--- config.mk ---
export PLATFORM = sky130hd
export DESIGN_NAME = trena_multi_uc
export DESIGN_NICKNAME = d
export VERILOG_FILES = /design/src/rtl/trena_multi_uc.sv
export SDC_FILE = /design/constraint.sdc
export NUM_CORES = 1
export LEC_CHECK = 0
export CAP_MARGIN = 5
export CORE_MARGIN = 10
export CORE_UTILIZATION = 57
export DETAILED_ROUTE_END_ITERATION = 7
export PLACE_DENSITY = 0.77
export REMOVE_ABC_BUFFERS = 1
export SLEW_MARGIN = 10
export SYNTH_ARGS = -nofsm -noshare
export SYNTH_HDL_FRONTEND = slang
export SYNTH_SLANG_ARGS = --single-unit
--- constraint.sdc ---
create_clock -name clock -period 2.5 [get_ports clock]
set_input_delay 0.5 -clock clock [delete_from_list [all_inputs] [get_ports clock]]
set_output_delay 0.5 -clock clock [all_outputs]
set_load 0.01 [all_outputs]
--- src/rtl/trena_multi_uc.sv ---
// Multi-channel tape-measure control unit: one measurement and one N_DIGITOS-char frame per channel, then a timed interval.
// Optional measurement watchdog enabled by defining TRENA_WATCHDOG_MEDIDA_EN.
//
// state      | meaning
// INICIAL    | idle, datapath held clear, waits for mensurar
// PREPARA    | clear datapath and char index before a channel
// MEDE       | selected channel measuring, waits for fim_medida
// TRANSMITE  | one-cycle TX start for current character
// ESPERA_TX  | waits for fim_digito
// PROX_CHAR  | advance character index or finish frame
// PROX_CANAL | advance channel or start interval
// INTERVALO  | programmable wait, stop request honoured here
// FINAL      | one-cycle pronto
// ERRO       | watchdog expired, channel frame skipped
module trena_multi_uc #(
    parameter int N_CANAIS          = 4,
    parameter int N_DIGITOS         = 7,
    parameter int INTERVALO_CICLOS  = 50_000_000,
    parameter int MEDIDA_MAX_CICLOS = 2_000_000,
    localparam int CW = (N_CANAIS  > 1) ? $clog2(N_CANAIS)  : 1,
    localparam int DW = (N_DIGITOS > 1) ? $clog2(N_DIGITOS) : 1
) (
    input  logic          clock,
    input  logic          reset,
    input  logic          mensurar,
    input  logic          parar,
    input  logic          fim_medida,
    input  logic          fim_digito,
    output logic          zera,
    output logic          comeca_medida,
    output logic          partida,
    output logic [CW-1:0] canal,
    output logic [DW-1:0] indice_char,
    output logic          pronto,
    output logic          erro_medida,
    output logic [3:0]    db_estado
);

    localparam int IW = (INTERVALO_CICLOS > 1) ? $clog2(INTERVALO_CICLOS) : 1;

    typedef enum logic [3:0] {
        S_INICIAL    = 4'd0,
        S_PREPARA    = 4'd1,
        S_MEDE       = 4'd2,
        S_TRANSMITE  = 4'd3,
        S_ESPERA_TX  = 4'd4,
        S_PROX_CHAR  = 4'd5,
        S_PROX_CANAL = 4'd6,
        S_INTERVALO  = 4'd7,
        S_FINAL      = 4'd8,
        S_ERRO       = 4'd9
    } state_t;

    state_t        r_state;
    logic [CW-1:0] r_canal;
    logic [DW-1:0] r_indice;
    logic [IW-1:0] r_intervalo;
    logic          r_parada_pend;

`ifdef TRENA_WATCHDOG_MEDIDA_EN
    localparam int WW = $clog2(MEDIDA_MAX_CICLOS);
    logic [WW-1:0] r_watchdog;
`endif

    always_ff @(posedge clock or posedge reset) begin
        if (reset) begin
            r_state       <= S_INICIAL;
            r_canal       <= '0;
            r_indice      <= '0;
            r_intervalo   <= '0;
            r_parada_pend <= 1'b0;
`ifdef TRENA_WATCHDOG_MEDIDA_EN
            r_watchdog    <= '0;
`endif
        end else begin
            // Stop is only latched here; it is acted on in INTERVALO so a sweep always completes.
            if (parar && r_state != S_INICIAL)
                r_parada_pend <= 1'b1;
            case (r_state)
                S_INICIAL: begin
                    r_canal       <= '0;
                    r_indice      <= '0;
                    r_parada_pend <= 1'b0;
                    if (mensurar)
                        r_state <= S_PREPARA;
                end
                S_PREPARA: begin
                    r_indice <= '0;
`ifdef TRENA_WATCHDOG_MEDIDA_EN
                    r_watchdog <= '0;
`endif
                    r_state  <= S_MEDE;
                end
                S_MEDE: begin
                    if (fim_medida)
                        r_state <= S_TRANSMITE;
`ifdef TRENA_WATCHDOG_MEDIDA_EN
                    else if (r_watchdog == WW'(MEDIDA_MAX_CICLOS - 1))
                        r_state <= S_ERRO;
                    else
                        r_watchdog <= r_watchdog + 1'b1;
`endif
                end
                S_TRANSMITE: r_state <= S_ESPERA_TX;
                S_ESPERA_TX: begin
                    if (fim_digito)
                        r_state <= S_PROX_CHAR;
                end
                S_PROX_CHAR: begin
                    if (r_indice == DW'(N_DIGITOS - 1)) begin
                        r_state <= S_PROX_CANAL;
                    end else begin
                        r_indice <= r_indice + 1'b1;
                        r_state  <= S_TRANSMITE;
                    end
                end
                S_PROX_CANAL: begin
                    if (r_canal == CW'(N_CANAIS - 1)) begin
                        r_canal     <= '0;
                        r_intervalo <= '0;
                        r_state     <= S_INTERVALO;
                    end else begin
                        r_canal <= r_canal + 1'b1;
                        r_state <= S_PREPARA;
                    end
                end
                S_INTERVALO: begin
                    if (r_parada_pend || parar)
                        r_state <= S_FINAL;
                    else if (r_intervalo == IW'(INTERVALO_CICLOS - 1))
                        r_state <= S_PREPARA;
                    else
                        r_intervalo <= r_intervalo + 1'b1;
                end
                S_FINAL: r_state <= S_INICIAL;
                S_ERRO:  r_state <= S_PROX_CANAL;
                default: r_state <= S_INICIAL;
            endcase
        end
    end

    assign zera          = (r_state == S_INICIAL) || (r_state == S_PREPARA);
    assign comeca_medida = (r_state == S_MEDE);
    assign partida       = (r_state == S_TRANSMITE);
    assign pronto        = (r_state == S_FINAL);
    assign canal         = r_canal;
    assign indice_char   = r_indice;
    assign db_estado     = r_state;
`ifdef TRENA_WATCHDOG_MEDIDA_EN
    assign erro_medida   = (r_state == S_ERRO);
`else
    assign erro_medida   = 1'b0;
`endif

endmodule

==> results of run 1 <==
==> cells in the mapped netlist, types with 2 or more instances <==
cell type and number:
dfrtp_1 36, nand2_1 26, nor2_1 19, o21ai_0 14, inv_1 12, nand4_1 12, nor3_1 12, a21oi_1 11
nand3_1 10, a211o_1 9, nor4_1 8, a31oi_1 7, and3_1 7, clkbuf_1 7, nand2b_1 7, ha_1 4
a21o_1 3, a22o_1 3, buf_2 3, nor2b_1 3, o211a_1 3, o221ai_1 3, buf_4 2, buf_6 2
mux2_2 2, mux2i_1 2, o21ai_1 2
==> final timing paths <==
check,endpoint,depth (start not counted),slack [ps],start
max reg2reg,r_intervalo[22]$_DFFE_PP0P_,6,180,r_intervalo[10]$_DFFE_PP0P_
min reg2reg,r_intervalo[5]$_DFFE_PP0P_,1,530,r_intervalo[5]$_DFFE_PP0P_
min in group asynchronous,r_intervalo[12]$_DFFE_PP0P_,3,620,reset
max in group asynchronous,canal[1]$_DFFE_PP0P_,3,1560,reset
min,r_intervalo[5]$_DFFE_PP0P_,1,530,r_intervalo[5]$_DFFE_PP0P_
max,comeca_medida,3,150,db_estado[2]$_DFFE_PP0P_
==> metrics by stage <==
step                      total power, uW  utilization  std cells  setup slack (ps)  cell area, sq um
after floorplan                      1150            -        235              52.2              2100
after detailed placement             1430        0.662        315              69.4              2440
after CTS                            1940        0.692        323              53.8              2550
after global placement               1410        0.662        315               178              2440
final                                1920        0.692        323               155              2550
after global routing                 2040        0.692        323              67.7              2550
==> kinds of logic (layout without fill, tap and decap cells) <==
| family | after synthesis | count (layout) | synth area share |
|---|---|---|---|
| xor+xnor | 1 | 1 | 0.00402 |
| mux | 4 | 4 | 0.0195 |
| buf+inv | 27 | 52 | 0.0585 |
| flops | 36 | 36 | 0.413 |
| simple gates | 114 | 114 | 0.282 |
| compound gates | 63 | 63 | 0.199 |
| other cells | 1 | 1 | 0.00172 |
| fa+ha+maj | 4 | 4 | 0.0229 |
==> layout make-up <==
| class | count | share of cell area |
|---|---|---|
| clock buffers | 6 | 0.0284 |
| clock inverters | 2 | 0.0137 |
| inverters | 12 | 0.0176 |
| multi-input cells | 187 | 0.452 |
| flip-flops and latches | 36 | 0.353 |
| well taps | 48 | 0.0235 |
| repair buffers | 32 | 0.112 |
==> power groups by stage <==
stage / logic (uW) / clock network [uW] / registers, uW
detailed placement: 588 / 0 / 838
global placement: 578 / 0 / 831
finish: 581 / 508 / 827
CTS: 589 / 522 / 826
global route: 650 / 546 / 844
floorplan: 329 / 0 / 819
==> state kept, by name (all words and copies together) (netlist names) <==
name and flops:
r_parada_pend 1, r_intervalo 26, indice_char 3, db_estado 4, canal 2
==> routing by layer <==
metal / vias up / share of wire
met1: 932 / 0.47
met3: 5 / 0.057
li1: 966 / -
met2: 48 / 0.47
met4: 0 / 0.0074
met5: - / 0
==> summary.md, run 1 <==
| Metric | Value |
|---|---|
| CP max-delay cell | `dfrtp_1` |
| Setup Viol. Count Final | `0` |
| Number of synthesis warnings | `0` |
| Total Wirelength | `5.11 mm` |
| Setup_tns | `0 ps` |
| Die Ht | `81.9 um` |
| Area delta synth->final | `17.1%` |
| Synth area leaders | `dfrtp_1 41%, nand2_1 4.5%, a211o_1 3.6%` |
| Critical Path Start Type | `register` |
| DRC violations left | `0` |
| CP Cell Sequence | `nand2b_1, nor3_1, clkdlybuf4s50_1` |
| Setup crit end kind | `output port` |
| Max_cap viols | `0` |
| Hold-fix buffers, CTS | `0` |
| Layout cells sized above 1 | `0.109` |
| WP data arrival | `1850 ps` |
| Tcrit/Tclk final | `0.938` |
| Final hold violations | `0` |
| VDD IR max | `0.411 mV` |
| Top-area cell type share of the netlist area | `0.413` |
| Period minus WS final | `2350 ps` |
| Cells after synthesis | `250` |
| Met1 GRT Util | `0.205` |
| CTS tree | `yes` |
| Clock Latency Late Sink | `290 ps` |
| Die X | `81.9 um` |
| Drt first-iter violations | `roughly 140` |
| H-Tree Depth | `2` |
| Initial Utilization | `0.591` |
| Asr flop ratio synth | `1.00` |
| Gr usage total | `0.160` |
| Most Crowded Layer GR | `met2` |
| Largest net degree at the start of global routing | `37` |
| Yosys cell types | `48` |
| Register bit total from synthesis | `36` |
| CTS Buffer Depth | `2` |
| Max Slew Vio Count | `0` |
| Via-per-instance ratio | `6.04` |
| Global placement routability congestion | `0.867` |
| Fillers | `320` |
| ANT nets after route | `0` |
| Routed length per instance | `15.8 um` |
| RSZ-0062 raised after global routing | `false` |
| First-pass GRT wire length | `8.72 mm` |
| Crit Path Class | `register to output port` |
| Commonest non-fill, non-tap cell in the layout | `dfrtp_1` |
| Postcts setup bufs | `0` |
| GR Layer Usage met3 | `0.0338` |
| Register Area | `901 sq um` |
| Row count | `22` |
| Most frequent cells in the layout | `36 x dfrtp_1, 26 x nand2_1, 18 x nor2_1, 18 x clkdlybuf4s50_1` |
| CTS buffer count | `5` |
| Iteration count of the initial detailed-routing pass | `4` |
| Global route overflow | `0` |
| Largest area contributor in the netlist | `dfrtp_1` |
| Sw Share | `0.334` |
| Status | `finished, final reports clean` |
| Number of flops mapped to enable cells by yosys | `0` |
| Clk pin slew, worst setup/hold paths | `~70 ps` |
| M2 GR Usage | `0.264` |
| Hold WS | `529 ps` |
| Slew @ Worst Pin | `~540 ps` |
| Worst path bufs/invs | `1` |
| PwrDens | `between 700 and 800 mW/mm^2` |
| Port Buffers | `18` |
| Vias in the first global route | `1838` |
| CP Max Fanout | `18` |
| Number of cells upsized or downsized after cts | `0` |
| Combinational power share | `0.303` |
| Vias | `1951` |
| Int Power | `1280 uW` |
| NetSw | `640 uW` |
| Mapped Avg Cell Area | `8.72 sq um` |
| Multi-input logic area | `approximately 0.0012 sq mm` |
| Clk_skew | `8.11 ps` |
| Area of the core | `0.00369 sq mm` |
| Synth Flop Type | `dfrtp_1` |
| Sequential power share | `0.432` |
| Antenna violations before repair | `0` |
| Ant. Diodes | `0` |
| CP Data Required Time | `approximately 2000 ps` |
| Die area | `0.00670 sq mm` |
| Mapped Area | `0.00218 sq mm` |
| # IOs | `20` |
| Leakage | `0.00118 uW` |
| Worst hold path type | `register to register` |
| Slew headroom | `0.642` |
| Clock power share | `0.265` |
| CP top delay family | `flip-flops` |
| Crit path largest cell delay | `about 560 ps` |
| Num Clock Sinks | `36` |
| Max frequency | `about 430 MHz` |
| Final HPWL DP | `3.67 mm` |
| Fin nets | `284` |
| Seq/Total Area, Yosys | `0.413` |
| CTS root buf | `clkbuf_8` |
Note: power is estimated with default switching activity, not from simulation.
==> run 2, diff against run 1 <==
Clock period 2.5 ns to 2.4 ns, I/O delays scaled along.
==> summary.md, run 2 (same netlist as run 1, synthesis figures left out) <==
| Metric | Value |
|---|---|
| Critical Path Start Type | `register` |
| ANT nets after route | `0` |
| Worst hold path type | `register to register` |
| DP Area | `0.00250 sq mm` |
| Slew headroom | `0.666` |
| Die area | `about 0.0067 sq mm` |
| Die X | `roughly 80 um` |
| Clock Latency Late Sink | `between 200 and 300 ps` |
| Largest net degree at the start of global routing | `37` |
| Commonest non-fill, non-tap cell in the layout | `dfrtp_1` |
| Period minus WS final | `2250 ps` |
| Crit path largest cell delay | `540 ps` |
| Port Buffers | `18` |
| Status | `finished, final reports clean` |
| CTS buffer count | `5` |
| Slew @ Worst Pin | `around 500 ps` |
| Area delta synth->final | `19.4%` |
| Gr usage total | `0.168` |
| PwrDens | `between 700 and 800 mW/mm^2` |
| Max_cap viols | `0` |
| Final core occ | `0.706` |
| Leakage | `roughly 0.0012 uW` |
| Sw Share | `0.337` |
| Num Clock Sinks | `36` |
| Initial Utilization | `0.591` |
| CP Data Required Time | `around 2600 ps` |
| Final WS setup | `154 ps` |
| Postcts setup bufs | `0` |
| H-Tree Depth | `2` |
| Total Wirelength | `5.10 mm` |
| Clock power share | `0.236` |
| Layout cells sized above 1 | `0.138` |
| Row count | `22` |
| CTS root buf | `clkbuf_8` |
| Fin nets | `between 200 and 300` |
| CP max-delay cell | `or4b_1` |
| Final HPWL DP | `3.77 mm` |
| Max Slew Vio Count | `0` |
| Setup_tns | `0 ps` |
| Global placement routability congestion | `around 0.94` |
| Via-per-instance ratio | `6.01` |
| Sequential power share | `0.429` |
| CTS Buffer Depth | `2` |
| RSZ-0062 raised after global routing | `false` |
| Die Ht | `81.9 um` |
| DRC violations left | `0` |
| CTS tree | `yes` |
| Tcrit/Tclk final | `0.936` |
| Clk pin slew, worst setup/hold paths | `70 ps` |
| Setup Viol. Count Final | `0` |
| CP Max Fanout | `8` |
| VDD IR max | `0.327 mV` |
| Hold WS | `between 500 and 600 ps` |
| Placement Setup Slack | `62.4 ps` |
| Clk_skew | `about 4.0 ps` |
| Routed length per instance | `15.4 um` |
| Drt first-iter violations | `126` |
| Most frequent cells in the layout | `35 x dfrtp_1, 26 x nand2_1, 22 x buf_4` |
| # IOs | `20` |
| Vias | `1982` |
| CP Cell Sequence | `or4b_1, nor4_4, a31o_1, buf_4, nor3_1, a211o_1` |
| Int Power | `1300 uW` |
| Fin area | `about 0.0026 sq mm` |
| Largest Register | `r_intervalo` |
| Vias in the first global route | `1952` |
| Max frequency | `445 MHz` |
| Setup crit end kind | `register` |
| Iteration count of the initial detailed-routing pass | `4` |
| NetSw | `~660 uW` |
| Ant. Diodes | `0` |
| Area of the core | `0.00369 sq mm` |
| Crit Path Class | `register to register` |
| Final hold violations | `0` |
| WP data arrival | `2410 ps` |
| Antenna violations before repair | `0` |
| Largest register FFs | `26` |
| Global route overflow | `0` |
| Combinational power share | `0.336` |
| First-pass GRT wire length | `between 9 and 10 mm` |
-- run 2: power groups by stage --
stage / Clock [uW] / Sequential (uW) / Combinational [uW]
3_3_place_gp: 0 / 849 / 654
2_1_floorplan: 0 / 853 / 343
6_report: 462 / 841 / 659
3_5_place_dp: 0 / 851 / 663
4_1_cts: 471 / 838 / 666
5_1_grt: 501 / 863 / 742
-- run 2: area by class of cell --
| cell class | instances | area (sq um) |
|---|---|---|
| multi-input combinational | 187 | 1150 |
| clock buffer | 7 | 96.3 |
| tap | 48 | 60.1 |
| fill | 328 | 1080 |
| sequential | 36 | 902 |
| inverter | 12 | 45.0 |
| timing repair buffer | 40 | 345 |
-- run 2: worst max-delay path: cells and delay by family (launching register included) --
family	cells	cell delay [ps]
compound gates	2	600
buf+inv	1	220
flops	1	440
simple gates	3	870
-- run 2: layer usage --
metal | part of all wire | GRT usage
met4 | 0.013 | 0.0612
met5 | 0 | 0
met2 | 0.48 | 0.284
met3 | 0.060 | 0.0317
met1 | 0.45 | 0.208
-- run 2: through the flow --
stage,total power [uW],instances
final,1960,330
after global routing,2110,330
after CTS,1980,330
after detailed placement,1510,323
after global placement,1500,323
after floorplan,1200,235
-- run 2: what timing repair did --
action | 4_1_cts | 5_1_grt
endpoints found under the setup margin | 0 | 12
hold buffers | 0 | 0
gates resized for setup | 0 | 2
-- run 2: final timing paths --
| check | startpoint | to | slack (ps) | cells after the start |
|---|---|---|---|---|
| hold reg to reg | r_intervalo[25]$_DFFE_PP0P_ | r_intervalo[25]$_DFFE_PP0P_ | 510 | 1 |
| min in group asynchronous | reset | indice_char[2]$_DFFE_PP0P_ | 600 | 3 |
| hold / removal | r_intervalo[25]$_DFFE_PP0P_ | r_intervalo[25]$_DFFE_PP0P_ | 510 | 1 |
| setup / recovery | r_intervalo[8]$_DFFE_PP0P_ | r_intervalo[22]$_DFFE_PP0P_ | 150 | 6 |
| max in group asynchronous | reset | db_estado[1]$_DFFE_PP0P_ | 1460 | 3 |
| setup reg to reg | r_intervalo[8]$_DFFE_PP0P_ | r_intervalo[22]$_DFFE_PP0P_ | 150 | 6 |
